--- src/rtl/spi_pkg.sv ---
// Shared types and constants for the SPI responder transmitter.
package spi_pkg;

    localparam int FRAME_BITS_DEF = 40;

    typedef enum logic [1:0] {
        IDLE  = 2'd0,
        SHIFT = 2'd1,
        HOLD  = 2'd2
    } state_t;

    // Counter must reach FRAME_BITS itself, hence the +1.
    function automatic int cnt_w(input int bits);
        return $clog2(bits + 1);
    endfunction

endpackage

--- src/rtl/spi_sync_edge.sv ---
// Multi-flop synchroniser with one-cycle rise/fall pulses on the synchronised level.
module spi_sync_edge #(
    parameter int   STAGES  = 2,
    parameter logic RST_VAL = 1'b0
) (
    input  logic clk,
    input  logic rst_n,
    input  logic d,
    output logic rise,
    output logic fall
);

    localparam logic [STAGES:0] ONE = 1;

    logic            q;
    logic            prev;
    logic [STAGES:0] vld_pipe;

    generate
        if (STAGES == 0) begin : g_bypass
            assign q = d;
        end else begin : g_sync
            logic [STAGES-1:0] sync_q;
            always_ff @(posedge clk or negedge rst_n) begin
                if (!rst_n) begin
                    sync_q <= {STAGES{RST_VAL}};
                end else begin
                    sync_q[0] <= d;
                    for (int i = 1; i < STAGES; i++) sync_q[i] <= sync_q[i-1];
                end
            end
            assign q = sync_q[STAGES-1];
        end
    endgenerate

    // Edges are suppressed until both q and prev carry real samples, so the
    // reset value never forms a fake edge against the pin after release.
    always_ff @(posedge clk or negedge rst_n) begin
        if (!rst_n) begin
            prev     <= RST_VAL;
            vld_pipe <= '0;
        end else begin
            prev     <= q;
            vld_pipe <= (vld_pipe << 1) | ONE;
        end
    end

    assign rise = vld_pipe[STAGES] &  q & ~prev;
    assign fall = vld_pipe[STAGES] & ~q &  prev;

endmodule

--- src/rtl/spi_resp_tx.sv ---
// SPI mode-0 responder: shifts a held frame out on MISO, MSB first, under master SS/SCLK.
module spi_resp_tx
    import spi_pkg::*;
#(
    parameter int                    FRAME_BITS  = FRAME_BITS_DEF,
    parameter int                    SYNC_STAGES = 2,
    parameter logic [FRAME_BITS-1:0] RESET_DATA  = '0
) (
    input  logic                  clk,
    input  logic                  rst_n,
    input  logic                  ss,
    input  logic                  sclk,
    output logic                  miso,
    input  logic [FRAME_BITS-1:0] din,
    input  logic                  din_valid,
    output logic                  busy,
    output logic                  frame_done,
    output logic                  frame_err
);

    localparam int            CW   = cnt_w(FRAME_BITS);
    localparam logic [CW-1:0] LAST = CW'(FRAME_BITS - 1);

    logic ss_rise, ss_fall, sclk_fall;

    spi_sync_edge #(.STAGES(SYNC_STAGES), .RST_VAL(1'b1)) u_ss_sync (
        .clk  (clk),
        .rst_n(rst_n),
        .d    (ss),
        .rise (ss_rise),
        .fall (ss_fall)
    );

    spi_sync_edge #(.STAGES(SYNC_STAGES), .RST_VAL(1'b0)) u_sclk_sync (
        .clk  (clk),
        .rst_n(rst_n),
        .d    (sclk),
        .rise (),
        .fall (sclk_fall)
    );

    state_t                state, state_nxt;
    logic [FRAME_BITS-1:0] hold, shift, shift_nxt;
    logic [CW-1:0]         bit_cnt, cnt_nxt;
    logic                  busy_nxt, done_nxt, err_nxt, miso_nxt;

    always_ff @(posedge clk or negedge rst_n) begin
        if (!rst_n) begin
            state      <= IDLE;
            hold       <= RESET_DATA;
            shift      <= '0;
            bit_cnt    <= '0;
            busy       <= 1'b0;
            frame_done <= 1'b0;
            frame_err  <= 1'b0;
            miso       <= 1'b0;
        end else begin
            state      <= state_nxt;
            shift      <= shift_nxt;
            bit_cnt    <= cnt_nxt;
            busy       <= busy_nxt;
            frame_done <= done_nxt;
            frame_err  <= err_nxt;
            miso       <= miso_nxt;
            if (din_valid) hold <= din;
        end
    end

    always_comb begin
        state_nxt = state;
        shift_nxt = shift;
        cnt_nxt   = bit_cnt;
        busy_nxt  = busy;
        done_nxt  = 1'b0;
        err_nxt   = 1'b0;
        miso_nxt  = (state == SHIFT) & shift[FRAME_BITS-1];
        case (state)
            IDLE: begin
                if (ss_fall) begin
                    shift_nxt = hold;
                    cnt_nxt   = '0;
                    busy_nxt  = 1'b1;
                    state_nxt = SHIFT;
                end
            end
            SHIFT: begin
                // SS rise takes priority over a coincident SCLK fall.
                if (ss_rise) begin
                    err_nxt   = 1'b1;
                    busy_nxt  = 1'b0;
                    state_nxt = IDLE;
                end else if (sclk_fall) begin
                    shift_nxt = shift << 1;
                    cnt_nxt   = bit_cnt + CW'(1);
                    if (bit_cnt == LAST) state_nxt = HOLD;
                end
            end
            HOLD: begin
                if (ss_rise) begin
                    done_nxt  = 1'b1;
                    busy_nxt  = 1'b0;
                    state_nxt = IDLE;
                end
            end
            default: state_nxt = IDLE;
        endcase
    end

endmodule

--- config.mk ---
export PLATFORM = sky130hd
export DESIGN_NAME = spi_resp_tx
export DESIGN_NICKNAME = d
export VERILOG_FILES = /design/src/rtl/spi_pkg.sv /design/src/rtl/spi_sync_edge.sv /design/src/rtl/spi_resp_tx.sv
export SDC_FILE = /design/constraint.sdc
export NUM_CORES = 1
export LEC_CHECK = 0
export CORE_MARGIN = 4
export CORE_UTILIZATION = 45
export DETAILED_ROUTE_END_ITERATION = 16
export PLACE_DENSITY = 0.66
export SETUP_SLACK_MARGIN = 0.2
export SLEW_MARGIN = 10
export SYNTH_ARGS = -nofsm -noshare
export SYNTH_HDL_FRONTEND = slang
export SYNTH_SLANG_ARGS = --single-unit
--- constraint.sdc ---
create_clock -name clk -period 5.6 [get_ports clk]
set_input_delay 1.12 -clock clk [delete_from_list [all_inputs] [get_ports clk]]
set_output_delay 1.12 -clock clk [all_outputs]
set_load 0.01 [all_outputs]
==> results of run 1 <==
[sequential cells by signal (all words and copies together) (netlist names)]
name                       count
u_ss_sync.prev                 1
busy                           1
miso                           1
hold                          40
shift                         40
frame_done                     1
bit_cnt                        6
u_ss_sync.vld_pipe             2
frame_err                      1
u_sclk_sync.g_sync.sync_q      2
state                          2
u_ss_sync.g_sync.sync_q        2
u_sclk_sync.prev               1
u_sclk_sync.vld_pipe           1
[worst max-delay path, stage by stage (launching register included)]
cell      delay [ns]
dfrtp_1         0.42
inv_1           0.12
ha_2            0.17
buf_4           0.59
a32o_1          0.27
buf_4           0.38
or2_2           0.79
o311ai_2        0.19
[metal layers]
metal	vias to the layer above	track usage [%]	part of all wire, %
li1	1333	-	-
met1	1392	19.0	47
met2	44	24.0	48
met3	10	4.03	3.5
met4	0	3.84	1.3
met5	-	0	0
[final cells by class]
| type | instances | area, µm² | share of cell area [%] |
|---|---|---|---|
| well taps | 129 | 161 | 3.17 |
| multi-input cells | 222 | 1680 | 33.0 |
| clock buffers | 9 | 124 | 2.43 |
| flip-flops and latches | 101 | 2530 | 49.7 |
| clock inverters | 7 | 73.8 | 1.45 |
| repair buffers | 52 | 503 | 9.88 |
| inverters | 4 | 15.0 | 0.295 |
[kinds of logic (layout without fill, tap and decap cells)]
kind of cell	after synthesis	count (layout)	synth area share, %
other cells	1	1	0.0857
mux	80	80	19.5
simple gates	33	33	4.09
flops	101	101	57.8
compound gates	102	102	12.9
fa+ha+maj	6	6	1.71
buf+inv	30	72	3.86
[how the worst min path moves through the flow]
stage                                           startpoint                                     end  slack, ns  cells past startpoint
detailed placement    u_ss_sync.g_sync.sync_q[0]$_DFF_PN1_    u_ss_sync.g_sync.sync_q[1]$_DFF_PN1_       0.35                      0
floorplan           u_sclk_sync.g_sync.sync_q[0]$_DFF_PN0_  u_sclk_sync.g_sync.sync_q[1]$_DFF_PN0_       0.33                      0
finish                     u_ss_sync.vld_pipe[1]$_DFF_PN0_       u_sclk_sync.vld_pipe[2]$_DFF_PN0_       0.35                      0
CTS                        u_ss_sync.vld_pipe[1]$_DFF_PN0_       u_sclk_sync.vld_pipe[2]$_DFF_PN0_       0.36                      0
global route               u_ss_sync.vld_pipe[1]$_DFF_PN0_       u_sclk_sync.vld_pipe[2]$_DFF_PN0_       0.36                      0
global placement           u_ss_sync.vld_pipe[0]$_DFF_PN0_         u_ss_sync.vld_pipe[1]$_DFF_PN0_       0.33                      0
[cells in the mapped netlist, types with 2 or more instances]
master / count / area share (%)
and3_1: 2 / 0.29
a21oi_1: 2 / 0.23
inv_1: 4 / 0.34
o21ai_1: 53 / 6.1
nor2_1: 3 / 0.26
dfstp_2: 3 / 1.8
clkbuf_2: 2 / 0.23
buf_1: 3 / 0.26
nand2b_1: 4 / 0.57
ha_1: 6 / 1.7
buf_6: 6 / 1.5
dfrtp_1: 98 / 56
nor3_1: 2 / 0.23
mux2_2: 40 / 10
o211ai_1: 2 / 0.34
nand2_1: 8 / 0.69
a211o_1: 2 / 0.40
buf_2: 4 / 0.46
o21ai_0: 35 / 4.0
nand3_1: 4 / 0.46
nand3b_1: 2 / 0.34
clkbuf_1: 10 / 0.86
nor2b_1: 2 / 0.29
mux2i_1: 39 / 8.9
[power breakdown]
group | internal [W] | switching [W]
registers | 0.000905 | 0.000102
clock network | 0.000207 | 0.000254
logic | 0.000288 | 0.000336
[through the flow]
stage / cell area (µm²) / power [W] / utilization (%) / hold slack, ns
2_1_floorplan: 4380 / 0.00150 / - / 0.331
3_3_place_gp: 4890 / 0.00162 / 52.2 / 0.335
3_5_place_dp: 4890 / 0.00165 / 52.2 / 0.349
4_1_cts: 5090 / 0.00212 / 54.3 / 0.358
5_1_grt: 5090 / 0.00224 / 54.3 / 0.364
6_report: 5090 / 0.00209 / 54.3 / 0.353
==> impl_metrics.yaml, run 1 <==
routing:
  vias: 2779
  firstDrtPassIters: 4
  vias_per_cell: 5.30
  wire_per_inst_um: 14.9
  drc: 0
  drtIter0Drc: 118
  ant_nets: 0
  wirelength_um: 7800
layout:
  syn_to_final_growth_pct: 16.2
  drive_gt1_share_pct: 17.7
  num_antenna_cells: 0
  nets: 441
  fillers: 840
  mostFrequentLayoutCells: "dfrtp_1 (98), o21ai_1 (53), clkdlybuf4s50_1 (46)"
  layout_commonest_cell: "dfrtp_1"
  layout.cells.non_filler: 524
power:
  leakagePower_nw: 2.16
  ir_worst_vdd_v: 0.000177
  power.density_mw_per_mm2: 411
clocking:
  cts.htree.levels: 3
  cts_tree: "done"
  clk_pin_slew_worst_paths_ns: 0.10
  cts_made_buffers: 9
  cts_resized: 0
  cts_root_buf: "clkbuf_8"
  clkSinkCount: 101
  cts_setup_buffers: 0
  hold_buffers: 0
  cts_buffer_depth: 2
  clk_latency_ns: 0.35
synthesis:
  synth_edf_count: 0
  ys_seq_area_share_pct: 57.8
  syn_inst: 353
  yosysUniqueCellTypes: 41
  syn-cell-area_mm2: 0.00438
  synth_seq_cells: 101
  syn-num-nets: 404
  yosysWarnings: 0
  async_reset_ff_share_pct: 100
  synth-main-ff-cell: "dfrtp_1"
  syn-mean-instance-area_um2: 12.4
global_routing:
  overflow: 0
  grt_first_pass_wirelength_um: 13500
  antenna_found_initial: 0
  grt_pass1_vias: 2917
  grt_max_degree: 53
  track_usage_pct: 14.5
placed_design:
  post-dp-hpwl_um: 4860
  place_ws_ns: 2.49
  io_buffers: 48
  gp_congestion: 0.746
  post-place-cells: 508
sta:
  slew_headroom_pct: 40.8
  worst_slew_pin_slew_ns: 0.887
  rsz0062_at_grt: "false"
  tns_ns: 0
  timing.final.crit_period_ns: 3.10
  final-hold-violation-count: 0
  setup_viol: 0
  finClkSkew_ns: 0.0126
  fin_ws_ns: 2.50
  timing.fmax_ghz: 0.323
  period_share_pct: 55.3
  drv_slew: 0
setup_path:
  startpoint_type: "flop"
  crit_start: "state[1]$_DFFE_PN0P_"
  r2r_end: "bit_cnt[5]$_DFFE_PN0P_"
  worstSetupEndpointType: "flop"
  crit_end: "bit_cnt[5]$_DFFE_PN0P_"
  reg2reg_depth: 7
  reg2reg_slack_ns: 2.50
  worstPathMaxFanout: 51
  worstPathRequired_ns: 5.81
  cp.arrival_ns: 3.31
  worstSetupPathType: "flop to flop"
  r2r-start: "state[1]$_DFFE_PN0P_"
run:
  drv_cap: 0
min_path:
  hold_path_class: "flop to flop"
floorplan:
  row_count: 35
  fp.dieH_um: 107
  ios: 49
  die_width_um: 107
  dieArea_mm2: 0.0114
  core-area_mm2: 0.00937
  initial_utilization_pct: 46.7
outcome:
  status: "finished, final reports clean"
Power figures use the tool's default switching activity.
==> inputs of run 2 (changes only) <==
==> constraint.sdc (replaced) <==
create_clock -name clk -period 3.2 [get_ports clk]
set_input_delay 0.64 -clock clk [delete_from_list [all_inputs] [get_ports clk]]
set_output_delay 0.64 -clock clk [all_outputs]
set_load 0.01 [all_outputs]
==> run 2 against run 1 <==
Register-to-register slack lost 1.7 ns. Die area is the same. Power grew 77%. Highest routed layer unchanged. Count of clock-buffer cells in the layout unchanged. Via count up 1.5%. Largest cell class unchanged. Final area increased by 0.52%.
==> impl_metrics.yaml, run 2 (synthesis gave the netlist of run 1 again) <==
outcome:
  status: "finished, final reports clean"
placed_design:
  post-dp-hpwl_um: 4910
  io_buffers: 48
  gp_congestion: 0.736
  place_area_mm2: 0.00491
routing:
  ant_nets: 0
  wire_per_inst_um: 15.1
  drtIter0Drc: 128
  drc: 0
  wirelength_um: 7910
  vias_per_cell: 5.38
  vias: 2822
  firstDrtPassIters: 4
setup_path:
  cp.arrival_ns: 2.64
  startpoint_type: "flop"
  worstPathMaxFanout: 46
  worstPathRequired_ns: 3.41
  worstSetupEndpointType: "flop"
  r2r-start: "state[0]$_DFFE_PN0P_"
  worstSetupPathType: "flop to flop"
  reg2reg_depth: 6
  crit_start: "state[0]$_DFFE_PN0P_"
sta:
  setup_viol: 0
  timing.fmax_ghz: 0.412
  slew_headroom_pct: 39.4
  finClkSkew_ns: 0.00896
  worst_slew_pin_slew_ns: 0.908
  period_share_pct: 75.9
  rsz0062_at_grt: "false"
  final-hold-violation-count: 0
  drv_slew: 0
  hold_slack_ns: 0.274
  timing.final.crit_period_ns: 2.43
  tns_ns: 0
layout:
  num_antenna_cells: 0
  reg_top3: "hold: 40 flops, shift: 40 flops, bit_cnt: 6 flops"
  layout_commonest_cell: "dfrtp_1"
  nets: 442
  syn_to_final_growth_pct: 16.8
  final_area_mm2: 0.00511
  fillers: 836
  drive_gt1_share_pct: 17.9
  mostFrequentLayoutCells: "dfrtp_1 (98), o21ai_1 (53), clkdlybuf4s50_1 (46)"
clocking:
  cts_buffer_depth: 2
  cts_tree: "done"
  cts_resized: 0
  cts_setup_buffers: 0
  clkSinkCount: 101
  cts_root_buf: "clkbuf_8"
  cts_made_buffers: 9
  cts.htree.levels: 3
  hold_buffers: 0
  clk_pin_slew_worst_paths_ns: 0.10
  clk_latency_ns: 0.37
floorplan:
  die_width_um: 107
  core-area_mm2: 0.00937
  ios: 49
  fp.dieH_um: 107
  dieArea_mm2: 0.0114
  initial_utilization_pct: 46.7
  row_count: 35
power:
  ir_worst_vdd_v: 0.000285
  leakagePower_nw: 2.18
  power.density_mw_per_mm2: 725
global_routing:
  antenna_found_initial: 0
  overflow: 0
  grt_pass1_vias: 2759
  grt_first_pass_wirelength_um: 13300
  grt_max_degree: 51
  track_usage_pct: 14.6
min_path:
  hold_path_class: "primary input to asynchronous set/reset pin"
run:
  drv_cap: 0
run 2: cell count changes in the layout (fill, tap and decap cells not counted):
cell / delta
clkinv_4: +1
inv_8: +1
inv_6: +1
clkinvlp_4: -3
buf_12: +1
run 2: stage by stage:
step / std cells / total power [W] / utilization, % / setup WS, ns
floorplan: 353 / 0.00263 / - / 1.38
global placement: 509 / 0.00285 / 52.4 / 0.859
detailed placement: 509 / 0.00291 / 52.4 / 0.769
CTS: 525 / 0.00375 / 54.6 / 0.759
global route: 525 / 0.00396 / 54.6 / 0.594
finish: 525 / 0.00371 / 54.6 / 0.772
run 2: cell type report:
class                   instances  area [µm²]  area share (%)
clock inverters                 7        80.1            1.57
multi-input cells             222        1680            32.9
flip-flops and latches        101        2530            49.5
inverters                       4        15.0           0.294
clock buffers                   9         124            2.42
repair buffers                 53         523            10.2
well taps                     129         161            3.16
run 2: worst paths after layout:
check	end	slack [ns]
setup / recovery	shift[24]$_DFFE_PN0P_	0.77
setup reg to reg	shift[24]$_DFFE_PN0P_	0.77
min in group clk	u_ss_sync.vld_pipe[1]$_DFF_PN0_	0.36
max in group asynchronous	u_ss_sync.prev$_DFF_PN1_	2.23
hold reg to reg	u_ss_sync.vld_pipe[1]$_DFF_PN0_	0.36
hold / removal	hold[17]$_DFFE_PN0P_	0.27
run 2: layer usage:
metal | global-route usage, % | vias up | routed length, µm
met5 | 0 | - | 0
met4 | 5.21 | 0 | 134
met3 | 4.15 | 15 | 315
met2 | 21.9 | 46 | 3780
met1 | 20.4 | 1425 | 3690
li1 | - | 1336 | -
run 2: power by group:
| part | internal (W) | leakage (nW) | total [W] | switching [W] |
|---|---|---|---|---|
| clock | 0.000373 | 0.102 | 0.000840 | 0.000468 |
| combinational | 0.000509 | 0.845 | 0.00111 | 0.000601 |
| sequential | 0.00158 | 1.23 | 0.00176 | 0.000175 |
| total | 0.00246 | 2.18 | 0.00371 | 0.00124 |
run 2: worst max-delay path: stages (launching register included):
cell	delay, ns
dfrtp_1	0.43
inv_1	0.11
ha_1	0.34
mux2_4	0.33
o211ai_1	0.11
or2_2	0.75
o21ai_1	0.19
